[src/rtl/fetch_sequencer_if.sv]
// fetch_sequencer_if: imem request/response, redirect/halt control and decode delivery signals
interface fetch_sequencer_if #(parameter int XLEN = 32);
   logic            imem_req;
   logic [XLEN-1:0] imem_addr;
   logic            imem_ack;
   logic [31:0]     imem_rdata;
   logic            redirect_valid;
   logic [XLEN-1:0] redirect_pc;
   logic            halt;
   logic            if_valid;
   logic [XLEN-1:0] if_pc;
   logic [31:0]     if_instr;
   logic            if_ready;
   logic            busy;
   modport master (
      output imem_req, imem_addr, if_valid, if_pc, if_instr, busy,
      input  imem_ack, imem_rdata, redirect_valid, redirect_pc, halt, if_ready
   );
   modport slave (
      input  imem_req, imem_addr, if_valid, if_pc, if_instr, busy,
      output imem_ack, imem_rdata, redirect_valid, redirect_pc, halt, if_ready
   );
endinterface

[src/rtl/fetch_sequencer.sv]
// fetch_sequencer: owns the PC, fetches over req/ack into a 2-entry FIFO feeding decode
module fetch_sequencer #(
   parameter int              XLEN         = 32,
   parameter logic [XLEN-1:0] RESET_VECTOR = '0
) (
   input logic               clk,
   input logic               reset,
   fetch_sequencer_if.master bus
);
   typedef enum logic [1:0] {IDLE, REQ, DRAIN, HALT} state_t;
   state_t          state, state_nxt;
   logic [XLEN-1:0] pc, pc_nxt, pend, pend_nxt, rpc;
   logic [XLEN+31:0] mem [2];
   logic [1:0]      count, cnt_nxt;
   logic            wptr, rptr, push, pop, flush;
   assign rpc           = {bus.redirect_pc[XLEN-1:2], 2'b00};
   assign flush         = bus.redirect_valid;
   assign bus.imem_req  = state == REQ || state == DRAIN;
   assign bus.busy      = bus.imem_req;
   // DRAIN keeps pc untouched (target sits in pend), so the held address is still pc
   assign bus.imem_addr = pc;
   assign bus.if_valid  = count != 2'd0 && !flush;
   assign {bus.if_pc, bus.if_instr} = mem[rptr];
   assign pop           = bus.if_valid && bus.if_ready;
   assign push          = state == REQ && bus.imem_ack && !flush;
   assign cnt_nxt       = count + 2'(push) - 2'(pop);
   always_comb begin
      state_nxt = state;
      pc_nxt    = pc;
      pend_nxt  = pend;
      case (state)
         IDLE:
            if (flush) pc_nxt = rpc;
            else if (bus.halt) state_nxt = HALT;
            else if (cnt_nxt < 2'd2) state_nxt = REQ;
         REQ:
            if (bus.imem_ack) begin
               pc_nxt    = flush ? rpc : pc + XLEN'(4);
               state_nxt = bus.halt ? HALT : (flush || cnt_nxt < 2'd2) ? REQ : IDLE;
            end else if (flush) begin
               pend_nxt  = rpc;
               state_nxt = DRAIN;
            end
         DRAIN: begin
            pend_nxt = flush ? rpc : pend;
            if (bus.imem_ack) begin
               pc_nxt    = flush ? rpc : pend;
               state_nxt = bus.halt ? HALT : REQ;
            end
         end
         HALT:
            if (flush) pc_nxt = rpc;
            else if (!bus.halt) state_nxt = IDLE;
      endcase
   end
   always_ff @(posedge clk)
      if (!reset) begin
         state <= IDLE;
         pc    <= RESET_VECTOR;
         pend  <= RESET_VECTOR;
         count <= '0;
         wptr  <= 1'b0;
         rptr  <= 1'b0;
      end else begin
         state <= state_nxt;
         pc    <= pc_nxt;
         pend  <= pend_nxt;
         count <= flush ? 2'd0 : cnt_nxt;
         wptr  <= flush ? 1'b0 : wptr ^ push;
         rptr  <= flush ? 1'b0 : rptr ^ pop;
      end
   always_ff @(posedge clk)
      if (push) mem[wptr] <= {pc, bus.imem_rdata};
endmodule

[src/flat_wrapper.sv]
// flat-port wrapper written by rule: the top's interface ports become plain ports
module fetch_sequencer_flat 
#(
   parameter int              XLEN         = 32,
   parameter logic [XLEN-1:0] RESET_VECTOR = '0
)
  (clk, reset, bus_imem_req, bus_imem_addr, bus_if_valid, bus_if_pc, bus_if_instr, bus_busy, bus_imem_ack, bus_imem_rdata, bus_redirect_valid, bus_redirect_pc, bus_halt, bus_if_ready);
  fetch_sequencer_if #(.XLEN(XLEN)) bus_i ();
  input logic clk;
  input logic reset;
  output wire logic [$bits(bus_i.imem_req)-1:0] bus_imem_req;
  output wire logic [$bits(bus_i.imem_addr)-1:0] bus_imem_addr;
  output wire logic [$bits(bus_i.if_valid)-1:0] bus_if_valid;
  output wire logic [$bits(bus_i.if_pc)-1:0] bus_if_pc;
  output wire logic [$bits(bus_i.if_instr)-1:0] bus_if_instr;
  output wire logic [$bits(bus_i.busy)-1:0] bus_busy;
  input wire logic [$bits(bus_i.imem_ack)-1:0] bus_imem_ack;
  input wire logic [$bits(bus_i.imem_rdata)-1:0] bus_imem_rdata;
  input wire logic [$bits(bus_i.redirect_valid)-1:0] bus_redirect_valid;
  input wire logic [$bits(bus_i.redirect_pc)-1:0] bus_redirect_pc;
  input wire logic [$bits(bus_i.halt)-1:0] bus_halt;
  input wire logic [$bits(bus_i.if_ready)-1:0] bus_if_ready;
  assign bus_imem_req = bus_i.imem_req;
  assign bus_imem_addr = bus_i.imem_addr;
  assign bus_if_valid = bus_i.if_valid;
  assign bus_if_pc = bus_i.if_pc;
  assign bus_if_instr = bus_i.if_instr;
  assign bus_busy = bus_i.busy;
  assign bus_i.imem_ack = bus_imem_ack;
  assign bus_i.imem_rdata = bus_imem_rdata;
  assign bus_i.redirect_valid = bus_redirect_valid;
  assign bus_i.redirect_pc = bus_redirect_pc;
  assign bus_i.halt = bus_halt;
  assign bus_i.if_ready = bus_if_ready;
  fetch_sequencer #(.XLEN(XLEN), .RESET_VECTOR(RESET_VECTOR)) u_core (.clk(clk), .reset(reset), .bus(bus_i));
endmodule
[config.mk]
export PLATFORM = sky130hd
export DESIGN_NAME = fetch_sequencer_flat
export DESIGN_NICKNAME = d
export VERILOG_FILES = /design/src/rtl/fetch_sequencer_if.sv /design/src/rtl/fetch_sequencer.sv /design/src/flat_wrapper.sv
export SDC_FILE = /design/constraint.sdc
export NUM_CORES = 1
export LEC_CHECK = 0
export BUFFER_PORTS_ARGS = -buffer_cell sky130_fd_sc_hd__buf_4
export CAP_MARGIN = 20
export CELL_PAD_IN_SITES_DETAIL_PLACEMENT = 0
export CELL_PAD_IN_SITES_GLOBAL_PLACEMENT = 2
export CORE_ASPECT_RATIO = 0.5
export CORE_MARGIN = 2
export CORE_UTILIZATION = 33
export DETAILED_ROUTE_END_ITERATION = 12
export GPL_ROUTABILITY_DRIVEN = 0
export PLACE_DENSITY = 0.78
export SYNTH_ARGS = -nofsm -noshare
export SYNTH_HDL_FRONTEND = slang
export SYNTH_SLANG_ARGS = --single-unit
[constraint.sdc]
create_clock -name clk -period 3.1 [get_ports clk]
set_clock_uncertainty 0.15 [all_clocks]
set_input_delay 0.31 -clock clk [delete_from_list [all_inputs] [get_ports clk]]
set_output_delay 0.31 -clock clk [all_outputs]
set_load 0.05 [all_outputs]
-- Yosys cells after proc, flatten, opt, wreduce, memory -nomap -nowiden
Memories as Yosys holds them, arrays and structs flattened. A register that Yosys moved wholly into a read port is not among the register bits.
Cells that the tools add are included.
- $add $sub $neg: 3
- order comparisons: 1
- equal/unequal tests: 12
- multiplexer cells: 23
- bitwise operators: 3
- reductions and logical operators: 15
- operators with widths (cell ; number):
    2-to-1 mux 32 bit ; 6
    case mux 32 bit (3 select lines) ; 1
    case mux 32 bit (2 select lines) ; 1
    adder 32 x 3 -> 32 bit, second input constant ; 1
    2-to-1 mux 2 bit ; 10
    != test 2 bit, second input constant ; 6
    case mux 2 bit (4 select lines) ; 1
    AND reduction 6 bit ; 1
    equality test 2 bit, second input constant ; 2
    logical AND 1 bit ; 4
    2-to-1 mux 1 bit ; 4
    nonzero test 2 bit ; 2
    OR reduction 2 bit ; 2
    != test 3 x 2 -> 1 bit, second input constant ; 1
    != test 3 bit, second input constant ; 1
    AND reduction 3 bit ; 1
    adder 2 x 1 -> 2 bit ; 1
    equality test 2 x 1 -> 1 bit, second input constant ; 1
    logical NOT 2 bit ; 1
    logical OR 1 bit ; 2
    less-than comparator 2 bit, second input constant ; 1
    != test 2 x 1 -> 1 bit, second input constant ; 1
    AND reduction 2 bit ; 1
    subtractor 2 x 1 -> 2 bit ; 1
    other kinds (3) ; 4
- register bits: 70
- bits in writable memories: 128
- bits of input ports: 70
- output and inout bits: 99
- word-level logic and storage cells: 64
- memories: 1
- memory list (name ; depth ; bits a word ; read ports ; clocked after memory_dff ; write ports ; RTL line ; RTL):
    u_core.mem ; 2 ; 64 ; 1 ; 1 ; 1 ; fetch_sequencer.sv:13 ; logic [XLEN+31:0] mem [2];

-- Depth between registers and ports, before layout
Gate-level depths: netlist of run 1.
- word-level depth: 11
- gate-level depth with buffers: 12
- depth with buffers taken out: 11

-- Least setup slack after synthesis of run 1
No wires, ideal clock.
- kind: input -> register
- from: input bus_redirect_valid
- to: memory u_core.mem[1][0] (netlist name), enable pin
- data arrival time: 2.673 ns
- data required time: 2.521 ns
- setup slack: -0.153 ns
- stages on the path: 5
- path buffers: 3
- cell sequence: clkbuf_1 clkbuf_1 clkbuf_1 nor2_1 ha_1
- word-level cells in the longest chain between the ends: 4
- ends and longest elaborated chain (item ; RTL line ; RTL):
    start, declared ; flat_wrapper.sv:19 ; input wire logic [$bits(bus_i.redirect_valid)-1:0] bus_redirect_valid;
    logical NOT 1 bit ; fetch_sequencer.sv:25 ; assign push = state == REQ && bus.imem_ack && !flush;
    logical AND 1 bit ; fetch_sequencer.sv:25 ;
    2-to-1 mux 1 bit ; fetch_sequencer.sv:73 ; if (push) mem[wptr] <= {pc, bus.imem_rdata};
    2-to-1 mux 1 bit (implied by the code) ; fetch_sequencer.sv:73 ;
    end, declared ; fetch_sequencer.sv:13 ;
Every way passes these cells.

-- Worst setup path after layout of run 1
- from: register u_core.state[1]
- to: register u_core.state[0]
- word-level cells in the longest chain between the ends: 11
- elaborated cells between the ends (all ways): 21
- ends and longest elaborated chain (item ; RTL line ; RTL):
    start, declared ; fetch_sequencer.sv:11 ; state_t state, state_nxt;
    start signal, assigned ; fetch_sequencer.sv:65 ; state <= state_nxt;
    equality test 2 x 1 -> 1 bit ; fetch_sequencer.sv:25, fetch_sequencer.sv:31 ;
    logical AND 1 bit (2 in a row) ; fetch_sequencer.sv:25 ;
    adder 2 x 1 -> 2 bit ; fetch_sequencer.sv:26 ; assign cnt_nxt = count + 2'(push) - 2'(pop);
    subtractor 2 x 1 -> 2 bit ; fetch_sequencer.sv:26 ;
    less-than comparator 2 bit ; fetch_sequencer.sv:35, fetch_sequencer.sv:39 ;
    logical OR 1 bit ; fetch_sequencer.sv:39 ; state_nxt = bus.halt ? HALT : (flush || cnt_nxt < 2'd2) ? REQ : IDLE;
    2-to-1 mux 1 bit ; fetch_sequencer.sv:39 ;
    2-to-1 mux 2 bit ; fetch_sequencer.sv:39 ;
    2-to-1 mux 2 bit ; fetch_sequencer.sv:37 ; if (bus.imem_ack) begin
    case mux 2 bit (4 select lines) ; fetch_sequencer.sv:31 ; case (state)
Several ways; a longest one is shown, not always the timed one.
A chain may end at the register's enable or synchronous reset.

==> flow_metrics.env, run 1 <==
export IMPL_cts_root_buf="clkbuf_16"
export IMPL_fill_cells=2315
export IMPL_fmax_ghz=0.369
export IMPL_synth_compound_gate_area_share_pct=14.5
export IMPL_cts_max_path_buffers=2
export IMPL_yosys_warnings=0
export IMPL_fin_util_pct=45.5
export IMPL_ys_seq_elements=198
export IMPL_holdWs_ns=0.127
export IMPL_tightest_slew_ns=0.847
export IMPL_htree_levels=4
export IMPL_clkTransAtPathRegs_ns=0.07
export IMPL_fp_dieW_um=232
export IMPL_ant_nets=0
export IMPL_core_area_um2=25300
export IMPL_async_flop_share_pct=0
export IMPL_syn_nets=773
export IMPL_slew_headroom_pct=43.5
export IMPL_finalWirelength_um=23100
export IMPL_initial_utilization_pct=33.8
export IMPL_die_h_um=118
export IMPL_hpwl_um=15600
export IMPL_wl_per_cell_um=18.0
export IMPL_grt_use_total_pct=17.0
export IMPL_insertion_delay_ns=0.43
export IMPL_multiInputGateArea_um2=3100
export IMPL_grt_pass1_wl_um=35400
export IMPL_std_cell_rows=41
export IMPL_hold_viol=0
export IMPL_ios=169
export IMPL_io_buffers=166
export IMPL_grt_overflow=0
export IMPL_powerDensity_nw_per_um2=731
export IMPL_drtPass1Iterations=4
export IMPL_start_kind="register"
export IMPL_crit_buf_inv=1
export IMPL_worstSetupPathType="reg -> reg"
export IMPL_cp_end_kind="register"
export IMPL_nNetsFinal=1001
export IMPL_antenna_found_initial=0
export IMPL_synth_xor_area_share_pct=1.74
export IMPL_cp_required_ns=3.28
export IMPL_synth_edff_count=128
export IMPL_postSynthAreaPerCell_um2=12.3
export IMPL_setup_viol=0
export IMPL_synthCells=693
export IMPL_cts_hold_buf=62
export IMPL_post_cts_buffers=0
export IMPL_synth_top_family_by_area="compound AO/OA/AOI/OAI gates"
export IMPL_postPlaceCellArea_um2=10300
export IMPL_r2r_start="u_core.state[1]"
export IMPL_crit_start="u_core.state[1]"
export IMPL_synth_area_mux_share_pct=8.66
export IMPL_netlist_area_um2=8550
export IMPL_rsz0062_at_grt="no"
export IMPL_synth_adder_area_share_pct=1.46
export IMPL_period_needed_ns=2.71
export IMPL_total_power_mw=8.43
export IMPL_cts_resized=0
export IMPL_crit_top_cell="ha_1"
export IMPL_ir_drop_v=0.000446
export IMPL_cap_violations=0
export IMPL_status="finished clean"
export IMPL_slew_viol_final=0
export IMPL_p_leak_nw=4.23
export IMPL_grt_pass1_vias=6164
export IMPL_cts_sinks=198
export IMPL_cp_max_fo=6
export IMPL_dpl_cell_count=1184
export IMPL_cp_data_arrival_time_ns=2.89
export IMPL_synth_seq_area_share_pct=61.3
export IMPL_num_vias=6346
export IMPL_slowest_stage="xnor2_1"
export IMPL_syn2layout_area_growth_pct=34.7
export IMPL_route_detailed_drc=0
export IMPL_fin_crit_sh_pct=87.4
export IMPL_crit_path_cell_trace="inv_1 > ha_1 > nand2_1 > nor2_1 > ha_1 > xor2_1 > xnor2_1 > o221a_2 > o211ai_1 > o211a_1"
export IMPL_seq_area_um2=5250
export IMPL_synth_distinct_cells=61
export IMPL_design_area_um2=11500
export IMPL_synth_ff_type="edfxtp_1"
export IMPL_cts_tree="yes"
export IMPL_fin_cells=1278
export IMPL_min_from="bus_if_ready"
export IMPL_critPathTopFamily="compound AO/OA/AOI/OAI gates"
export IMPL_synth_simple_area_share_pct=9.62
export IMPL_design_die_area_um2=27300
export IMPL_hp_class="in -> reg"
export IMPL_drt_iter0_markers=519
export IMPL_grt_max_degree=65
export IMPL_diodes=0
export IMPL_via_per_inst=4.97
export IMPL_cts_made_buffers=17
export IMPL_cpPeakStageDelay_ns=0.41
export IMPL_final_layout_size_suffix_gt1_share_pct=33.1
## worst register-to-register path, delay by kind of cell, from the launching register on
family                   cells  cell delay [ns]
AO/OA/AOI/OAI                3             0.57
adder cells (fa/ha/maj)      2             0.51
XOR/XNOR                     2             0.50
AND/OR/NAND/NOR              2             0.45
flip-flops                   1             0.34
buffers and inverters        1             0.10
## cell usage after synthesis (7+ instances only)
library cell    n  area (um2)
edfxtp_1      128        3840
a21oi_1        26         130
nand3_1         9        45.0
o211ai_1       10        75.1
xor2_1         10        87.6
inv_1          14        52.6
xnor2_1         7        61.3
nand2b_1        8        50.1
nor3_1          7        35.0
a221o_1         7        70.1
o21ai_0        43         215
nand2_1        80         300
nand4_1         8        50.1
mux2_2         64         721
ha_1           10         125
and3_1          8        50.1
a21boi_0       33         248
nor2_1         16        60.1
a221oi_1       22         193
clkbuf_1       42         158
dfxtp_1        70        1400
## cells by family after synthesis
kind of cell,after synthesis
AO/OA/AOI/OAI,178
XOR/XNOR,17
adder cells (fa/ha/maj),10
buffers and inverters,59
flip-flops,198
multiplexers,66
AND/OR/NAND/NOR,165
## stage by stage
step	TNS, ns	worst slack [ns]
global placement	0	0.459
CTS	0	0.414
detailed placement	0	0.441
floorplan	-19.53	-0.153
global route	0	0.245
finish	0	0.391
## state kept, by name, indices dropped and copies added (netlist names)
register / count
u_core.bus.imem_addr: 32
u_core.count: 2
u_core.mem: 128
u_core.pend: 32
u_core.rptr: 1
u_core.state: 2
u_core.wptr: 1
## power by group
| part | internal (mW) | leakage (nW) | switching, mW |
|---|---|---|---|
| Clock | 1.23 | 0.294 | 1.06 |
| Sequential | 3.15 | 1.74 | 0.331 |
| Combinational | 0.896 | 2.20 | 1.75 |
| Total | 5.28 | 4.23 | 3.15 |
## worst paths after layout
path / slack, ns / to / cells after the start
setup / recovery: 0.39 / u_core.state[0] / 10
hold reg to reg: 0.32 / u_core.pend[25] / 2
hold / removal: 0.13 / u_core.rptr / 4
setup reg to reg: 0.39 / u_core.state[0] / 10
## routing by layer
metal / global-route usage (%) / share of wire [%]
met1: 24.6 / 49
met2: 25.7 / 46
met3: 3.20 / 3.8
met4: 4.85 / 0.86
met5: 0 / 0
## layout make-up
| cell class | instances | share of cell area [%] |
|---|---|---|
| Clock buffer | 18 | 3.72 |
| Clock inverter | 14 | 1.65 |
| Inverter | 14 | 0.456 |
| Multi-Input combinational cell | 436 | 26.9 |
| Sequential cell | 198 | 45.5 |
| Tap cell | 344 | 3.73 |
| Timing Repair Buffer | 254 | 18.0 |
## layout by cell type (no fill, tap or decap), drive strengths merged, types with 5 or more instances in the layout
cell	count
buf	192
nor3	7
a31o	5
clkinv	5
and3	8
xor2	10
clkbuf	18
o211a	5
edfxtp	128
nand2	80
dlygate4sd3	62
nand2b	8
xnor2	7
ha	10
a21boi	33
o211ai	10
nand3	11
nand4	10
o21ai	45
dfxtp	70
mux2	64
and2	5
inv	19
a221oi	22
a21oi	27
nor2	16
a221o	7
Note: power is estimated with default switching activity, not from simulation.
==> run 2: changes to the inputs <==
Settings changed: CORE_UTILIZATION 33 to 36, PLACE_DENSITY 0.78 to 0.81.
Clock period 3.1 ns to 2.6 ns, I/O delays scaled along.
==> flow_metrics.env, run 2 (synthesized netlist as in run 1, its figures left out) <==
export IMPL_status="finished clean"
export IMPL_cts_tree="yes"
export IMPL_hp_class="in -> reg"
export IMPL_initial_utilization_pct=37.1
export IMPL_period_needed_ns=2.43
export IMPL_via_per_inst=5.12
export IMPL_grt_use_total_pct=18.7
export IMPL_grt_overflow=0
export IMPL_slew_headroom_pct=51.0
export IMPL_cts_made_buffers=17
export IMPL_drtPass1Iterations=5
export IMPL_pwr_share_comb_pct=33.6
export IMPL_dp_slack_ns=0.174
export IMPL_power_switching_mw=3.77
export IMPL_slowest_stage="or4_1"
export IMPL_core_area_um2=23100
export IMPL_crit_path_cell_trace="ha_1 > nand3_2 > or4_1 > or3_1 > a31o_1 > a21oi_2"
export IMPL_setup_slack_ns=0.175
export IMPL_hold_viol=0
export IMPL_rsz0062_at_grt="no"
export IMPL_ant_nets=0
export IMPL_diodes=0
export IMPL_cap_violations=0
export IMPL_fin_cells=1259
export IMPL_cts_sinks=198
export IMPL_postPlaceCellArea_um2=10400
export IMPL_cp_end_kind="register"
export IMPL_design_area_um2=11600
export IMPL_p_int_mw=6.17
export IMPL_largest_reg_flops=128
export IMPL_critPathTopFamily="simple AND/OR/NAND/NOR gates"
export IMPL_hpwl_um=15800
export IMPL_regMostFlops="u_core.mem"
export IMPL_fp_dieW_um=222
export IMPL_dpl_cell_count=1165
export IMPL_fmax_ghz=0.412
export IMPL_antenna_found_initial=0
export IMPL_holdWs_ns=0.0378
export IMPL_total_power_mw=9.94
export IMPL_die_h_um=113
export IMPL_crit_buf_inv=0
export IMPL_finalWirelength_um=23300
export IMPL_design_die_area_um2=25100
export IMPL_route_detailed_drc=0
export IMPL_clkTransAtPathRegs_ns=0.07
export IMPL_grt_pass1_wl_um=35600
export IMPL_final_cell_mix="buf_4 (206), edfxtp_1 (128), nand2_1 (80), dfxtp_1 (67), mux2_2 (64)"
export IMPL_final_layout_size_suffix_gt1_share_pct=34.6
export IMPL_insertion_delay_ns=0.44
export IMPL_fin_crit_sh_pct=93.3
export IMPL_htree_levels=4
export IMPL_nNetsFinal=1019
export IMPL_power_share_switching_pct=37.9
export IMPL_syn2layout_area_growth_pct=35.5
export IMPL_cpPeakStageDelay_ns=0.65
export IMPL_num_vias=6446
export IMPL_tightest_slew_ns=0.729
export IMPL_drt_iter0_markers=543
export IMPL_start_kind="register"
export IMPL_clockPowerShare_pct=25.1
export IMPL_grt_pass1_vias=6031
export IMPL_ir_drop_v=0.000604
export IMPL_io_buffers=166
export IMPL_sequentialPowerShare_pct=41.2
export IMPL_std_cell_rows=39
export IMPL_final_common_cell="buf_4"
export IMPL_p_leak_nw=4.30
export IMPL_powerDensity_nw_per_um2=857
export IMPL_grt_max_degree=65
export IMPL_ios=169
export IMPL_worstSetupPathType="reg -> reg"
export IMPL_slew_viol_final=0
export IMPL_cts_max_path_buffers=2
export IMPL_setup_viol=0
export IMPL_cp_required_ns=2.83
export IMPL_wl_per_cell_um=18.5
export IMPL_cp_max_fo=8
export IMPL_cp_data_arrival_time_ns=2.66
export IMPL_cts_root_buf="clkbuf_16"
## run 2: cell types whose count changed in the layout (fill, tap and decap cells not counted), moves of 2 or more
cell	before	now
buf_12	1	4
buf_4	191	206
bufinv_16	2	0
clkinv_1	0	2
clkinv_8	3	1
dfxtp_1	69	67
dfxtp_2	1	3
## run 2: power by group through the flow
| stage | Sequential [mW] | Combinational, mW | Clock [mW] |
|---|---|---|---|
| after detailed placement | 4.17 | 3.24 | 0 |
| after global routing | 4.15 | 3.56 | 2.68 |
| after global placement | 4.14 | 3.23 | 0 |
| final | 4.10 | 3.34 | 2.50 |
| after floorplan | 4.70 | 1.45 | 0 |
| after CTS | 4.10 | 3.33 | 2.57 |
## run 2: layer usage
layer | up-vias | global-route usage (%) | part of all wire (%)
met5 | - | 0 | 0
met2 | 178 | 27.3 | 43
met3 | 24 | 3.97 | 4.9
met4 | 0 | 4.59 | 1.3
met1 | 3140 | 28.2 | 51
li1 | 3104 | - | -
## run 2: repair_timing
| item | CTS | global route |
|---|---|---|
| endpoints found under the hold margin | 99 | 0 |
| hold buffers | 62 | 0 |
| setup buffers | 0 | 0 |
| setup endpoints to repair | 0 | 1 |
| resized for setup | 0 | 1 |
## run 2: worst paths after layout
kind | from | cells after the start | slack (ns) | to
worst max-delay path | u_core.bus.imem_addr[2] | 6 | 0.17 | u_core.bus.imem_addr[18]
worst min-delay path | bus_if_ready | 4 | 0.04 | u_core.rptr
worst max register to register | u_core.bus.imem_addr[2] | 6 | 0.17 | u_core.bus.imem_addr[18]
worst min register to register | u_core.pend[30] | 2 | 0.32 | u_core.pend[30]
## run 2: through the flow
stage	setup TNS, ns	util [%]
floorplan	-77.11	-
global placement	0	45.2
detailed placement	0	45.2
CTS	0	50.2
global route	0	50.2
finish	0	50.2
## run 2: area by class of cell
cell class	count	area, um2
inverters	14	52.6
repair buffers	272	2250
well taps	307	384
clock inverters	14	119
flip-flops and latches	198	5250
multi-input cells	436	3110
fillers	2056	11500
clock buffers	18	429
## run 2: worst min-delay path: stages
cell and delay [ns]:
buf_4 0.08, and2_4 0.13, xnor2_1 0.05, nor2_1 0.07
==> run 3: changes to the inputs <==
Settings changed: REMOVE_ABC_BUFFERS from default to 1.
==> flow_metrics.env, run 3 (synthesized netlist as in run 1, its figures left out) <==
export IMPL_status="finished clean"
export IMPL_start_kind="register"
export IMPL_route_detailed_drc=0
export IMPL_cpPeakStageDelay_ns=0.60
export IMPL_insertion_delay_ns=0.45
export IMPL_slew_viol_final=0
export IMPL_hp_class="in -> reg"
export IMPL_p_leak_nw=4.33
export IMPL_die_h_um=113
export IMPL_grt_max_degree=41
export IMPL_ios=169
export IMPL_cp_required_ns=2.84
export IMPL_cap_violations=0
export IMPL_grt_use_total_pct=18.1
export IMPL_via_per_inst=5.08
export IMPL_cp_max_fo=7
export IMPL_sequentialPowerShare_pct=40.9
export IMPL_hpwl_um=14600
export IMPL_tightest_slew_ns=0.520
export IMPL_clockPowerShare_pct=27.4
export IMPL_slew_headroom_pct=65.2
export IMPL_syn2layout_area_growth_pct=36.6
export IMPL_fin_crit_sh_pct=94.2
export IMPL_clkTransAtPathRegs_ns=0.08
export IMPL_htree_levels=4
export IMPL_fill_cells=2090
export IMPL_slowest_stage="or4_1"
export IMPL_diodes=0
export IMPL_final_cell_mix="buf_4 (198), edfxtp_1 (128), nand2_1 (80), dfxtp_1 (69), mux2_2 (64)"
export IMPL_cts_made_buffers=17
export IMPL_finalWirelength_um=22300
export IMPL_setup_slack_ns=0.151
export IMPL_period_needed_ns=2.45
export IMPL_grt_pass1_wl_um=34900
export IMPL_p_int_mw=6.37
export IMPL_grt_overflow=0
export IMPL_power_switching_mw=3.72
export IMPL_total_power_mw=10.1
export IMPL_drtPass1Iterations=5
export IMPL_antenna_found_initial=0
export IMPL_wl_per_cell_um=17.8
export IMPL_final_common_cell="buf_4"
export IMPL_hold_viol=0
export IMPL_final_layout_size_suffix_gt1_share_pct=34.4
export IMPL_cts_tree="yes"
export IMPL_holdWs_ns=0.0446
export IMPL_cp_end_kind="register"
export IMPL_regMostFlops="u_core.mem"
export IMPL_fp_dieW_um=222
export IMPL_worstSetupPathType="reg -> reg"
export IMPL_nNetsFinal=1014
export IMPL_initial_utilization_pct=37.1
export IMPL_drt_iter0_markers=435
export IMPL_cts_sinks=198
export IMPL_fmax_ghz=0.408
export IMPL_io_buffers=166
export IMPL_crit_path_cell_trace="ha_1 > nand3_2 > or4_1 > or3_1 > a31o_1 > a21oi_1"
export IMPL_cts_root_buf="clkbuf_16"
export IMPL_cp_data_arrival_time_ns=2.69
export IMPL_fin_util_pct=50.6
export IMPL_setup_viol=0
export IMPL_powerDensity_nw_per_um2=863
export IMPL_finalSetupTns_ns=0
export IMPL_rsz0062_at_grt="no"
export IMPL_core_area_um2=23100
export IMPL_cts_max_path_buffers=2
export IMPL_std_cell_rows=39
export IMPL_power_share_switching_pct=36.8
export IMPL_pwr_share_comb_pct=31.7
export IMPL_design_die_area_um2=25100
export IMPL_num_vias=6375
export IMPL_largest_reg_flops=128
export IMPL_ant_nets=0
export IMPL_grt_pass1_vias=6302
export IMPL_ir_drop_v=0.000454
export IMPL_dp_slack_ns=0.119
[run 3: area by class of cell]
type	count	area, um2	area share [%]
clock buffers	17	425	3.64
clock inverters	15	186	1.60
inverters	14	52.6	0.450
multi-input cells	436	3140	26.9
flip-flops and latches	198	5250	44.9
well taps	307	384	3.29
repair buffers	267	2250	19.2
[run 3: critical path, delay by kind of cell (launching register included)]
family / cells / cell delay, ns
flops: 1 / 0.51
fa+ha+maj: 1 / 0.27
compound gates: 2 / 0.35
simple gates: 3 / 1.09
[run 3: per-layer routing]
layer	global-route usage, %	part of all wire (%)
met2	30.8	49
met5	0	0
met4	5.99	1.2
met3	3.19	3.2
met1	23.5	47
[run 3: final timing paths]
path | startpoint | to | slack [ns] | depth (start not counted)
min | bus_if_ready | u_core.rptr | 0.04 | 4
min reg2reg | u_core.pend[20] | u_core.pend[20] | 0.32 | 2
max | u_core.bus.imem_addr[3] | u_core.bus.imem_addr[16] | 0.15 | 6
max reg2reg | u_core.bus.imem_addr[3] | u_core.bus.imem_addr[16] | 0.15 | 6
[run 3: what timing repair did]
| item | in CTS | in global routing |
|---|---|---|
| gates resized for setup | 0 | 3 |
| buffers inserted | 0 | 0 |
| endpoints found under the hold margin | 109 | 0 |
| hold buffers | 62 | 0 |
| endpoints found under the setup margin | 0 | 17 |
[run 3: stage by stage]
step	cell area (um2)	cells
4_1_cts	11700	1254
3_5_place_dp	10400	1160
6_report	11700	1254
2_1_floorplan	8380	648
5_1_grt	11700	1254
3_3_place_gp	10400	1160
[run 3: power by group through the flow]
| stage | Combinational (mW) | Sequential (mW) | Clock, mW |
|---|---|---|---|
| detailed placement | 3.12 | 4.20 | 0 |
| global route | 3.42 | 4.19 | 2.96 |
| floorplan | 1.36 | 4.71 | 0 |
| CTS | 3.21 | 4.13 | 2.84 |
| global placement | 3.10 | 4.18 | 0 |
| finish | 3.20 | 4.13 | 2.76 |
